[config.mk]
export PLATFORM = sky130hd
export DESIGN_NAME = screen_writer
export DESIGN_NICKNAME = d
export VERILOG_FILES = /design/src/rtl/screen_writer_pkg.sv /design/src/rtl/screen_writer_zx_addr_map.sv /design/src/rtl/screen_writer.sv
export SDC_FILE = /design/constraint.sdc
export NUM_CORES = 1
export LEC_CHECK = 0
export ABC_AREA = 1
export CAP_MARGIN = 20
export CORE_MARGIN = 8
export CORE_UTILIZATION = 46
export CTS_BUF_LIST = sky130_fd_sc_hd__clkbuf_4
export DETAILED_ROUTE_END_ITERATION = 7
export PLACE_DENSITY_LB_ADDON = 0.15
export SKIP_CTS_REPAIR_TIMING = 1
export SYNTH_ARGS = -nofsm -noshare
export SYNTH_HDL_FRONTEND = slang
export SYNTH_HIERARCHICAL = 1
export SYNTH_SLANG_ARGS = --single-unit
[constraint.sdc]
create_clock -name clk -period 1.4 [get_ports clk]
set_input_delay 0.28 -clock clk [delete_from_list [all_inputs] [get_ports clk]]
set_output_delay 0.28 -clock clk [all_outputs]
set_load 0.03 [all_outputs]
[src/rtl/screen_writer_pkg.sv]
// Shared definitions for the screen writer and the display-side address map.
package screen_writer_pkg;

  // Pixel command modes carried on in_mode.
  typedef enum logic [1:0] {
    MODE_CLEAR  = 2'b00,
    MODE_SET    = 2'b01,
    MODE_TOGGLE = 2'b10,
    MODE_ATTR   = 2'b11
  } mode_t;

  // Writer FSM states.
  typedef enum logic [1:0] {
    ST_IDLE = 2'b00,
    ST_RD   = 2'b01,
    ST_WR   = 2'b10,
    ST_ATTR = 2'b11
  } state_t;

  // The attribute area (768 bytes) sits directly above the 6144-byte bitmap.
  localparam logic [12:0] ATTR_BASE = 13'h1800;

  // First row number that lies outside the visible bitmap.
  localparam logic [7:0]  ROW_LIMIT = 8'd192;

  // Returns data with only the bit at idx cleared, set or inverted per mode.
  function automatic logic [7:0] apply_pixel(input logic [7:0] data,
                                             input logic [2:0] idx,
                                             input mode_t      mode);
    logic [7:0] mask;
    mask = 8'h01 << idx;
    case (mode)
      MODE_CLEAR:  apply_pixel = data & ~mask;
      MODE_SET:    apply_pixel = data | mask;
      MODE_TOGGLE: apply_pixel = data ^ mask;
      default:     apply_pixel = data;
    endcase
  endfunction

endpackage

[src/rtl/screen_writer_zx_addr_map.sv]
// Combinational pixel-to-byte address map for the screen layout.
// Shared with the display fetch logic, so it holds no state.
module zx_addr_map
  import screen_writer_pkg::*;
(
  input  logic [7:0]  i_x,
  input  logic [7:0]  i_y,
  output logic [12:0] o_bitmap_addr,
  output logic [12:0] o_attr_addr,
  output logic [2:0]  o_bit_idx
);

  // Bitmap rows are interleaved in thirds of the screen; attributes are per 8x8 cell.
  always_comb begin
    o_bitmap_addr = {i_y[7:6], i_y[2:0], i_y[5:3], i_x[7:3]};
    o_attr_addr   = ATTR_BASE + {3'b000, i_y[7:3], i_x[7:3]};
    // Bit 7 of a byte is the leftmost pixel of its 8-pixel group.
    o_bit_idx     = ~i_x[2:0];
  end

endmodule

[src/rtl/screen_writer.sv]
// Pixel command engine: read-modify-write of one bitmap byte, optionally
// followed by an attribute byte write. Off-screen rows are dropped and counted.
//
// Handshake: a command transfers on a rising edge where in_valid && in_ready.
// in_ready is high only in IDLE, so a sequence in progress is never interrupted;
// in_valid may be held high and the next command is taken as soon as IDLE returns.
module screen_writer
  import screen_writer_pkg::*;
(
  input  logic        clk,
  input  logic        reset,
  input  logic        in_valid,
  output logic        in_ready,
  input  logic [7:0]  in_x,
  input  logic [7:0]  in_y,
  input  logic [1:0]  in_mode,
  input  logic [7:0]  in_attr,
  input  logic        in_attr_we,
  output logic [12:0] mem_addr,
  output logic        mem_re,
  input  logic [7:0]  mem_rdata,
  output logic        mem_we,
  output logic [7:0]  mem_wdata,
  output logic        busy,
  output logic [7:0]  drop_cnt,
  output state_t      o_dbg_state
);

  state_t      r_state;
  state_t      w_next;
  logic [7:0]  r_x;
  logic [7:0]  r_y;
  mode_t       r_mode;
  logic [7:0]  r_attr;
  logic        r_attr_we;
  logic [7:0]  r_drop_cnt;

  logic        w_accept;
  logic        w_offscreen;
  logic [12:0] w_bitmap_addr;
  logic [12:0] w_attr_addr;
  logic [2:0]  w_bit_idx;

  assign in_ready    = (r_state == ST_IDLE);
  assign busy        = (r_state != ST_IDLE);
  assign drop_cnt    = r_drop_cnt;
  assign o_dbg_state = r_state;
  assign w_accept    = in_valid && in_ready;
  assign w_offscreen = (in_y >= ROW_LIMIT);

  zx_addr_map u_addr_map (
    .i_x           (r_x),
    .i_y           (r_y),
    .o_bitmap_addr (w_bitmap_addr),
    .o_attr_addr   (w_attr_addr),
    .o_bit_idx     (w_bit_idx)
  );

  // State register; reset aborts any sequence in flight.
  always_ff @(posedge clk or posedge reset) begin
    if (reset) begin
      r_state <= ST_IDLE;
    end else begin
      r_state <= w_next;
    end
  end

  // Capture the command on acceptance so inputs may change during the sequence.
  always_ff @(posedge clk or posedge reset) begin
    if (reset) begin
      r_x       <= 8'd0;
      r_y       <= 8'd0;
      r_mode    <= MODE_CLEAR;
      r_attr    <= 8'd0;
      r_attr_we <= 1'b0;
    end else if (w_accept) begin
      r_x       <= in_x;
      r_y       <= in_y;
      r_mode    <= mode_t'(in_mode);
      r_attr    <= in_attr;
      r_attr_we <= in_attr_we;
    end
  end

  // Saturating count of commands rejected for an off-screen row.
  always_ff @(posedge clk or posedge reset) begin
    if (reset) begin
      r_drop_cnt <= 8'd0;
    end else if (w_accept && w_offscreen && (r_drop_cnt != 8'hFF)) begin
      r_drop_cnt <= r_drop_cnt + 8'd1;
    end
  end

  // Next-state selection.
  always_comb begin
    w_next = r_state;
    case (r_state)
      ST_IDLE: begin
        if (w_accept && !w_offscreen) begin
          if (in_mode == MODE_ATTR) begin
            w_next = in_attr_we ? ST_ATTR : ST_IDLE;
          end else begin
            w_next = ST_RD;
          end
        end
      end
      ST_RD:   w_next = ST_WR;
      ST_WR:   w_next = r_attr_we ? ST_ATTR : ST_IDLE;
      ST_ATTR: w_next = ST_IDLE;
      default: w_next = ST_IDLE;
    endcase
  end

  // Memory strobes decoded from the state; everything is quiet in IDLE.
  always_comb begin
    mem_re    = 1'b0;
    mem_we    = 1'b0;
    mem_addr  = 13'd0;
    mem_wdata = 8'd0;
    case (r_state)
      ST_RD: begin
        mem_re   = 1'b1;
        mem_addr = w_bitmap_addr;
      end
      ST_WR: begin
        // mem_rdata answers the read strobe issued in RD.
        mem_we    = 1'b1;
        mem_addr  = w_bitmap_addr;
        mem_wdata = apply_pixel(mem_rdata, w_bit_idx, r_mode);
      end
      ST_ATTR: begin
        mem_we    = 1'b1;
        mem_addr  = w_attr_addr;
        mem_wdata = r_attr;
      end
      default: begin
        mem_re = 1'b0;
      end
    endcase
  end

endmodule

==> impl_metrics.json, run 1 <==
{
  "htree_levels": 2,
  "drtIter0Drc": 127,
  "hold_path_class": "input pin to async pin",
  "period_share_pct": 152,
  "start_util_pct": 47.0,
  "slew_violations": 0,
  "synth-async-reset-ratio_pct": 100,
  "pwr-share-seq_pct": 20.4,
  "busiest_layer": "met2",
  "start_kind": "register",
  "grtUsageMet3_pct": 4.89,
  "dp_slack_ps": -554,
  "clk_pin_slew_ps": 120,
  "cts_buffer_depth": 2,
  "antenna_cells": 0,
  "fin_cells": 561,
  "viasPerCell": 5.02,
  "ys_warn_count": 6,
  "pwr-share-clk_pct": 5.9,
  "synth_edf_count": 0,
  "grt_util_all_layers_pct": 16.7,
  "register_area_um2": 931,
  "period_minus_slack_ps": 2130,
  "power.density_nw_per_um2": 2060,
  "num_io_pins": 73,
  "worst_slack_ps": -732,
  "die_w_um": 93.1,
  "endpoint_kind": "output port",
  "ys_ff_latch": 37,
  "numClockSinks": 37,
  "grt.overflow.total": 0,
  "antenna_found_initial": 0,
  "ys.flop_type": "dfrtp_1",
  "outcome": "complete, but fails checks",
  "crit_fanout": 5,
  "cts_tree": "done",
  "row_count": 28,
  "seq_area_frac_synth_pct": 33.9,
  "vdd_drop_max_mv": 1.50,
  "dieArea_um2": 8670,
  "rsz0062_at_grt": "true",
  "grt_max_degree": 38,
  "gr-usage-met2_pct": 26.9,
  "hold_slack_ps": 263,
  "r2r.worst_path.cells": 10,
  "clkLatencyLatePin_ps": 340,
  "dp_hpwl_um": 5400,
  "grtUsageMet1_pct": 21.3,
  "wl_um": 8820,
  "comb_power_share_pct": 73.7,
  "synth_area_um2": 2730,
  "syn_to_final_growth_pct": 72.1,
  "firstDrtPassIters": 5,
  "grt_pass1_vias": 2613,
  "r2r-start": "o_dbg_state[1]",
  "cts-root-buf": "clkbuf_4",
  "dp.cells": 533,
  "switching_share_pct": 48.7,
  "cap_violations": 0,
  "core_area_um2": 5820,
  "final_nets": 544,
  "port_buffers": 72,
  "grt_pass1_wl_um": 12000,
  "max_freq_ghz": 0.469,
  "worstPathArrival_ps": 1850,
  "required_ps": 1120,
  "violations": "setup timing",
  "place_area_um2": 3690,
  "postSynthAreaPerCell_um2": 6.96,
  "switchingPower_mw": 4.73,
  "die_h_um": 93.1,
  "wl_per_cell_um": 15.7,
  "ys_types": 26,
  "drc": 0,
  "finalSetupTns_ps": -19020,
  "fillers": 383,
  "syn_inst": 393,
  "r2r_end": "drop_cnt[4]",
  "cell_internal_pwr_mw": 4.99,
  "drive_gt1_share_pct": 46.5,
  "drtAntennaViolNets": 0,
  "vias": 2815,
  "finalClockSkew_ps": 10.1,
  "numCtsBuffers": 5,
  "p_leak_nw": 2.22,
  "final_cell_area_um2": 4710,
  "hold_violations": 0,
  "setup_viol": 60,
  "critPathKind": "register to output port",
  "multi_input_area_um2": 2070,
  "reg2reg_slack_ps": -230,
  "place_congestion": 0.824
}
-- worst max-delay path by stage --
stage | slack [ps] | depth (start not counted) | end | startpoint
after global placement | -520 | 8 | mem_wdata[0] | mem_rdata[0]
after detailed placement | -550 | 8 | mem_wdata[2] | mem_rdata[2]
after CTS | -750 | 9 | mem_wdata[2] | r_x[0]
final | -730 | 9 | mem_wdata[4] | r_x[0]
after global routing | -840 | 9 | mem_wdata[4] | r_x[0]
after floorplan | -180 | 5 | mem_addr[0] | o_dbg_state[1]
-- cell families after synthesis --
logic type                 synth area share, %
AOI/OAI and AO/OA                         5.31
xor gates and xnor gates                 0.961
adders and majority gates                 9.61
buffers and inverters                     15.6
DFF                                       33.9
other                                    0.275
and+or+nand+nor                           34.4
-- routing by layer --
| layer | share of wire (%) | wire, um |
|---|---|---|
| met1 | 42 | 3660 |
| met2 | 51 | 4470 |
| met3 | 5.8 | 515 |
| met4 | 2.0 | 176 |
| met5 | 0 | 0 |
-- cell type report --
cell class,count,share of cell area (%)
timing repair inverter,1,0.239
timing repair buffer,122,28.3
multi-input combinational,282,43.9
sequential,37,19.8
inverter,36,4.65
clock inverter,2,0.213
tap,75,1.99
clock buffer,6,0.957
-- cell usage after synthesis (2+ instances only) --
| cell type | number | share of area (%) |
|---|---|---|
| nand2_1 | 178 | 24 |
| inv_1 | 33 | 4.5 |
| o21ai_0 | 14 | 2.6 |
| a21oi_1 | 14 | 2.6 |
| conb_1 | 2 | 0.27 |
| buf_6 | 3 | 1.2 |
| clkbuf_1 | 2 | 0.27 |
| buf_2 | 5 | 0.92 |
| buf_4 | 29 | 8.0 |
| dfrtp_1 | 37 | 34 |
| nand2_2 | 2 | 0.46 |
| nor2_1 | 8 | 1.1 |
| nand2_4 | 2 | 0.82 |
| xnor2_1 | 2 | 0.64 |
| nand4_1 | 2 | 0.46 |
| nand3_1 | 30 | 5.5 |
| ha_1 | 21 | 9.6 |
-- state kept, by name, summed over array words and instances (netlist names) --
name	count
r_y	8
r_attr_we	1
r_x	8
r_mode	2
o_dbg_state	2
drop_cnt	8
r_attr	8
-- critical path, stage by stage, from the launching register on --
cell and delay, ps:
dfrtp_1 420, clkinv_4 150, clkinv_8 100, nand3_4 90, ha_4 220, o21ai_2 140, nand3_2 80, nand3_2 90
nand2_2 70, buf_6 140
-- power groups by stage --
stage,Clock (mW),Sequential (mW),Combinational (mW)
floorplan,0,1.92,3.65
global placement,0,1.84,4.73
detailed placement,0,1.86,4.83
CTS,0.597,1.83,4.85
global route,0.638,2.04,7.64
finish,0.578,1.98,7.16
-- cells in the final DEF (no fill, tap or decap), types with 2 or more instances in the layout --
cell type,count
nand2_1,126
nand2_2,49
buf_6,41
clkdlybuf4s50_1,37
dfrtp_1,33
buf_4,27
inv_1,24
nand3_2,15
ha_4,13
a21oi_4,10
nand3_4,9
o21ai_1,8
nor2_1,7
nand3_1,6
clkbuf_4,6
buf_12,6
o21ai_2,5
nand2_4,5
buf_8,5
ha_1,4
ha_2,4
dfrtp_2,4
dlymetal6s2s_1,4
inv_8,3
inv_2,3
a21oi_2,3
clkinv_4,3
conb_1,3
nand2_8,2
o21ai_0,2
nor2_2,2
clkinv_8,2
xnor2_1,2
nand4_1,2
clkinv_2,2
clkbuf_16,2
-- per-stage QoR --
stage	total power [mW]	util, %
finish	9.71	80.9
global route	10.3	80.9
floorplan	5.57	-
CTS	7.28	64.4
global placement	6.58	63.4
detailed placement	6.69	63.4
(Power assumes the default switching activity.)
==> inputs of run 2 (changes only) <==
Settings changed: ABC_AREA 1 to not set, CORE_MARGIN 8 to 2, CORE_UTILIZATION 46 to 45, SLEW_MARGIN set to 20.
==> impl_metrics.json, run 2 <==
{
  "outcome": "complete, but fails checks",
  "violations": "setup timing",
  "drc": 0,
  "synth_area_um2": 2590,
  "fin_cells": 421,
  "power.density_nw_per_um2": 2320,
  "num_io_pins": 73,
  "worst_slack_ps": -1180,
  "yosys-top-cells-area": "dfrtp_1 36%, mux2_2 12%, ha_1 10%, buf_4 7.8%, mux4_2 7.0%",
  "dp.cells": 390,
  "required_ps": 1120,
  "synth_top_area_share_pct": 35.8,
  "grt_pass1_vias": 2068,
  "drtAntennaViolNets": 0,
  "max_freq_ghz": 0.388,
  "cts-root-buf": "clkbuf_4",
  "synth_edf_count": 0,
  "slowest_delay_ps": 490,
  "vdd_drop_max_mv": 1.18,
  "hold_path_class": "input pin to async pin",
  "ys.flop_type": "dfrtp_1",
  "grt_pass1_wl_um": 9710,
  "firstDrtPassIters": 4,
  "dieArea_um2": 6370,
  "vias": 2178,
  "period_share_pct": 184,
  "die_w_um": 79.8,
  "final_cell_mix": "42 x buf_4, 40 x buf_6, 37 x clkdlybuf4s50_1, 34 x dfrtp_1, 29 x mux2_4",
  "ys_top_cells_by_count": "37 x dfrtp_1, 28 x mux2_2, 27 x buf_4, 26 x inv_1, 21 x ha_1",
  "cap_violations": 0,
  "cp_num_buf_inv": 3,
  "numCtsBuffers": 5,
  "clkLatencyLatePin_ps": 340,
  "rsz0062_at_grt": "true",
  "syn_to_final_growth_pct": 70.4,
  "final_nets": 407,
  "p_total_mw": 10.2,
  "synth-async-reset-ratio_pct": 100,
  "worstPathArrival_ps": 2300,
  "grt_util_all_layers_pct": 19.7,
  "row_count": 27,
  "core_area_um2": 5540,
  "ys_types": 36,
  "ys_warn_count": 6,
  "place_congestion": 0.777,
  "antenna_cells": 0,
  "port_buffers": 72,
  "start_util_pct": 46.7,
  "antenna_found_initial": 0,
  "period_minus_slack_ps": 2580,
  "grt_max_degree": 38,
  "setup_viol": 63,
  "finalClockSkew_ps": 10.6,
  "synth.most_common_cell": "dfrtp_1",
  "start_kind": "register",
  "slew_violations": 0,
  "layout_commonest_cell": "buf_4",
  "die_h_um": 79.8,
  "htree_levels": 2,
  "critPathKind": "register to output port",
  "cp_slowest_cell": "mux4_2",
  "wl_per_cell_um": 16.9,
  "numClockSinks": 37,
  "syn_inst": 242,
  "endpoint_kind": "output port",
  "wl_um": 7120,
  "viasPerCell": 5.17,
  "yosys.area.top_type": "dfrtp_1",
  "grt.overflow.total": 0,
  "cts_tree": "done",
  "drtIter0Drc": 104,
  "crit_family": "multiplexers",
  "postSynthAreaPerCell_um2": 10.7,
  "cts_buffer_depth": 2,
  "clk_pin_slew_ps": 120,
  "hold_violations": 0,
  "drive_gt1_share_pct": 58.2,
  "seq_area_frac_synth_pct": 35.8,
  "cp_cell_sequence": "inv_2, buf_6, nand3_1, ha_1, mux4_2, a22o_4, buf_4",
  "dp_hpwl_um": 4460,
  "ys_ff_latch": 37,
  "crit_fanout": 5,
  "p_leak_nw": 2.07
}
## run 2: kinds of logic (layout without fill, tap and decap cells)
| group | Yosys count | in the layout | share of synthesized area, % |
|---|---|---|---|
| muxes | 39 | 39 | 20.6 |
| other | 2 | 3 | 0.290 |
| adders and majority gates | 21 | 21 | 10.2 |
| DFF | 37 | 37 | 35.8 |
| and+or+nand+nor | 44 | 47 | 8.71 |
| AOI/OAI and AO/OA | 33 | 33 | 9.63 |
| buffers and inverters | 63 | 166 | 13.8 |
| xor gates and xnor gates | 3 | 3 | 1.02 |
## run 2: final cells by class
| class | instances | area, um2 |
|---|---|---|
| well taps | 72 | 90.1 |
| multi-input cells | 146 | 1850 |
| repair buffers | 132 | 1350 |
| flip-flops and latches | 37 | 930 |
| clock buffers | 6 | 45.0 |
| fillers | 353 | 1130 |
| clock inverters | 2 | 33.8 |
| inverters | 26 | 105 |
## run 2: worst paths after layout
path | start | to | slack, ps | cells after the start
max | r_x[2] | mem_wdata[7] | -1180 | 7
min | reset | r_attr[5] | 290 | 3
max reg2reg | o_dbg_state[0] | drop_cnt[7] | -390 | 7
min reg2reg | drop_cnt[4] | drop_cnt[4] | 500 | 1
max in group asynchronous | reset | r_attr[4] | 890 | 3
min in group clk | drop_cnt[4] | drop_cnt[4] | 500 | 1
## run 2: per-layer routing
metal | share of wire, % | vias up | global-route usage (%)
met5 | 0 | - | 0
met4 | 1.2 | 0 | 5.08
met1 | 43 | 1082 | 24.8
met3 | 3.5 | 8 | 3.62
li1 | - | 1041 | -
met2 | 52 | 47 | 34.6
## run 2: per-stage QoR
step	setup slack (ps)	utilization [%]	TNS [ps]	instance area, um2	hold WS, ps
final	-1180	79.5	-28060	4410	294
after global routing	-1250	79.5	-31160	4410	297
after CTS	-1630	70.5	-32760	3900	290
after detailed placement	-1280	69.0	-21540	3820	480
after global placement	-1240	69.0	-20640	3820	478
after floorplan	-656	-	-10510	3090	429
## run 2: worst reg2reg max path, cell delays in order, from the launching register on
cell     delay [ps]
dfrtp_2         460
inv_4            60
buf_6           100
ha_4            150
buf_6           100
nand4_1         160
nor4_2          290
mux2_1          350
## run 2: power breakdown
group | switching [mW] | total [mW] | leakage, nW | internal, mW
combinational | 3.41 | 7.37 | 1.58 | 3.97
sequential | 0.526 | 2.08 | 0.445 | 1.55
clock | 0.380 | 0.772 | 0.0433 | 0.391
total | 4.31 | 10.2 | 2.07 | 5.91
==> inputs of run 3 (changes only) <==
Settings changed: CORE_UTILIZATION 45 to 44, SYNTH_HIERARCHICAL 1 to not set.
==> impl_metrics.json, run 3 <==
{
  "seq_area_frac_synth_pct": 38.9,
  "setup_viol": 62,
  "vdd_drop_max_mv": 1.39,
  "firstDrtPassIters": 4,
  "worstPathArrival_ps": 2350,
  "wl_um": 7450,
  "violations": "setup timing",
  "clk_pin_slew_ps": 130,
  "wl_per_cell_um": 18.1,
  "row_count": 26,
  "dp_hpwl_um": 4600,
  "clkLatencyLatePin_ps": 350,
  "slew_violations": 0,
  "synth_top_area_share_pct": 38.9,
  "syn_inst": 198,
  "grt.overflow.total": 0,
  "core_area_um2": 5170,
  "final_cell_mix": "47 x buf_6, 45 x buf_4, 37 x clkdlybuf4s50_1, 30 x mux2_4, 28 x dfrtp_1",
  "p_leak_nw": 2.12,
  "period_minus_slack_ps": 2630,
  "numClockSinks": 37,
  "dieArea_um2": 6010,
  "antenna_cells": 0,
  "power.density_nw_per_um2": 2300,
  "cts_buffer_depth": 2,
  "yosys.area.top_type": "dfrtp_1",
  "critPathKind": "register to output port",
  "hold_slack_ps": 294,
  "period_share_pct": 188,
  "place_congestion": 0.806,
  "finalClockSkew_ps": 21.1,
  "final_nets": 399,
  "worst_pin_slew_ps": 339,
  "syn_to_final_growth_pct": 86.5,
  "hold_path_class": "input pin to async pin",
  "synth_edf_count": 0,
  "antenna_found_initial": 0,
  "start_kind": "register",
  "synth-async-reset-ratio_pct": 100,
  "endpoint_kind": "output port",
  "ys_types": 42,
  "cts-root-buf": "clkbuf_4",
  "numCtsBuffers": 5,
  "htree_levels": 2,
  "yosys-top-cells-area": "dfrtp_1 39%, mux2_2 13%, ha_1 11%, mux4_2 7.6%, inv_1 3.2%",
  "worst_slack_ps": -1230,
  "grt_util_all_layers_pct": 21.7,
  "ys_ff_latch": 37,
  "drive_gt1_share_pct": 64.2,
  "drtAntennaViolNets": 0,
  "ys_warn_count": 0,
  "max_freq_ghz": 0.381,
  "ys_top_cells_by_count": "37 x dfrtp_1, 27 x mux2_2, 21 x ha_1, 20 x inv_1",
  "drtIter0Drc": 64,
  "synth_area_um2": 2380,
  "hold_violations": 0,
  "die_h_um": 77.5,
  "required_ps": 1120,
  "start_util_pct": 46.0,
  "drc": 0,
  "p_total_mw": 10.2,
  "crit_fanout": 5,
  "layout_commonest_cell": "buf_6",
  "postSynthAreaPerCell_um2": 12.0,
  "rsz0062_at_grt": "true",
  "port_buffers": 72,
  "viasPerCell": 5.31,
  "grt_pass1_wl_um": 10400,
  "synth.most_common_cell": "dfrtp_1",
  "cap_violations": 0,
  "die_w_um": 77.5,
  "grt_max_degree": 38,
  "num_io_pins": 73,
  "outcome": "complete, but fails checks",
  "slew_headroom_pct": 77.4,
  "vias": 2182,
  "syn-num-nets": 257,
  "cts_tree": "done",
  "ys.flop_type": "dfrtp_1",
  "grt_pass1_vias": 2139
}
## run 3: changes by cell type after synthesis, sizes merged, moves of 3 or more
| cell | previous run | this run |
|---|---|---|
| and3 | 0 | 3 |
| nor2 | 16 | 8 |
| buf | 34 | 6 |
| inv | 26 | 20 |
| nand2b | 0 | 3 |
| o21ai | 4 | 1 |
| a31oi | 0 | 3 |
| and2 | 2 | 8 |
| a22oi | 13 | 2 |
## run 3: final timing paths
| kind | startpoint | end | slack, ps | cells after the start |
|---|---|---|---|---|
| setup reg to reg | o_dbg_state[1] | r_x[7] | -310 | 8 |
| max in group asynchronous | reset | drop_cnt[1] | 880 | 3 |
| setup / recovery | r_x[0] | mem_wdata[1] | -1230 | 6 |
| hold / removal | reset | r_x[3] | 290 | 3 |
| hold reg to reg | r_x[5] | r_x[5] | 520 | 1 |
| min in group clk | r_x[5] | r_x[5] | 520 | 1 |
## run 3: kinds of logic after synthesis
logic type	count (synthesis)	synth area share, %
flip-flops	37	38.9
multiplexers	38	22.1
XOR/XNOR	2	0.737
buffers and inverters	28	5.31
AO/OA/AOI/OAI	25	8.57
AND/OR/NAND/NOR	47	13.3
adder cells (fa/ha/maj)	21	11.0
## run 3: power breakdown
group / switching [mW] / internal (mW) / leakage, nW / total, mW
logic: 3.32 / 4.18 / 1.65 / 7.50
clock network: 0.384 / 0.211 / 0.0354 / 0.595
registers: 0.557 / 1.57 / 0.438 / 2.13
## run 3: final cells by class
| cell class | instances | area (um2) |
|---|---|---|
| Tap cell | 70 | 87.6 |
| Multi-Input combinational cell | 133 | 1810 |
| Timing Repair Buffer | 143 | 1470 |
| Sequential cell | 37 | 937 |
| Clock inverter | 2 | 10.0 |
| Fill cell | 257 | 736 |
| Inverter | 20 | 81.3 |
| Clock buffer | 6 | 45.0 |
## run 3: critical path, cell delays in order (launching register included)
cell and delay (ps):
dfrtp_2 460, buf_6 130, nand3b_1 230, ha_1 340, mux4_2 470, a22o_4 230, buf_6 130
## run 3: routing by layer
layer	wire, um	vias to the layer above	GRT usage (%)
met3	297	13	4.53
met1	2980	1104	28.0
met2	4040	71	36.9
li1	-	994	-
met5	0	-	0
met4	137	0	5.89
## run 3: metrics by stage
| stage | setup WS (ps) | std cells | cell area (um2) | TNS, ps | utilization (%) |
|---|---|---|---|---|---|
| detailed placement | -1270 | 387 | 3930 | -22470 | 75.9 |
| CTS | -1680 | 395 | 3980 | -32680 | 76.9 |
| floorplan | -683 | 198 | 2810 | -14480 | - |
| global placement | -1250 | 387 | 3930 | -21560 | 75.9 |
| finish | -1230 | 411 | 4440 | -28750 | 85.8 |
| global route | -1280 | 411 | 4440 | -32640 | 85.8 |
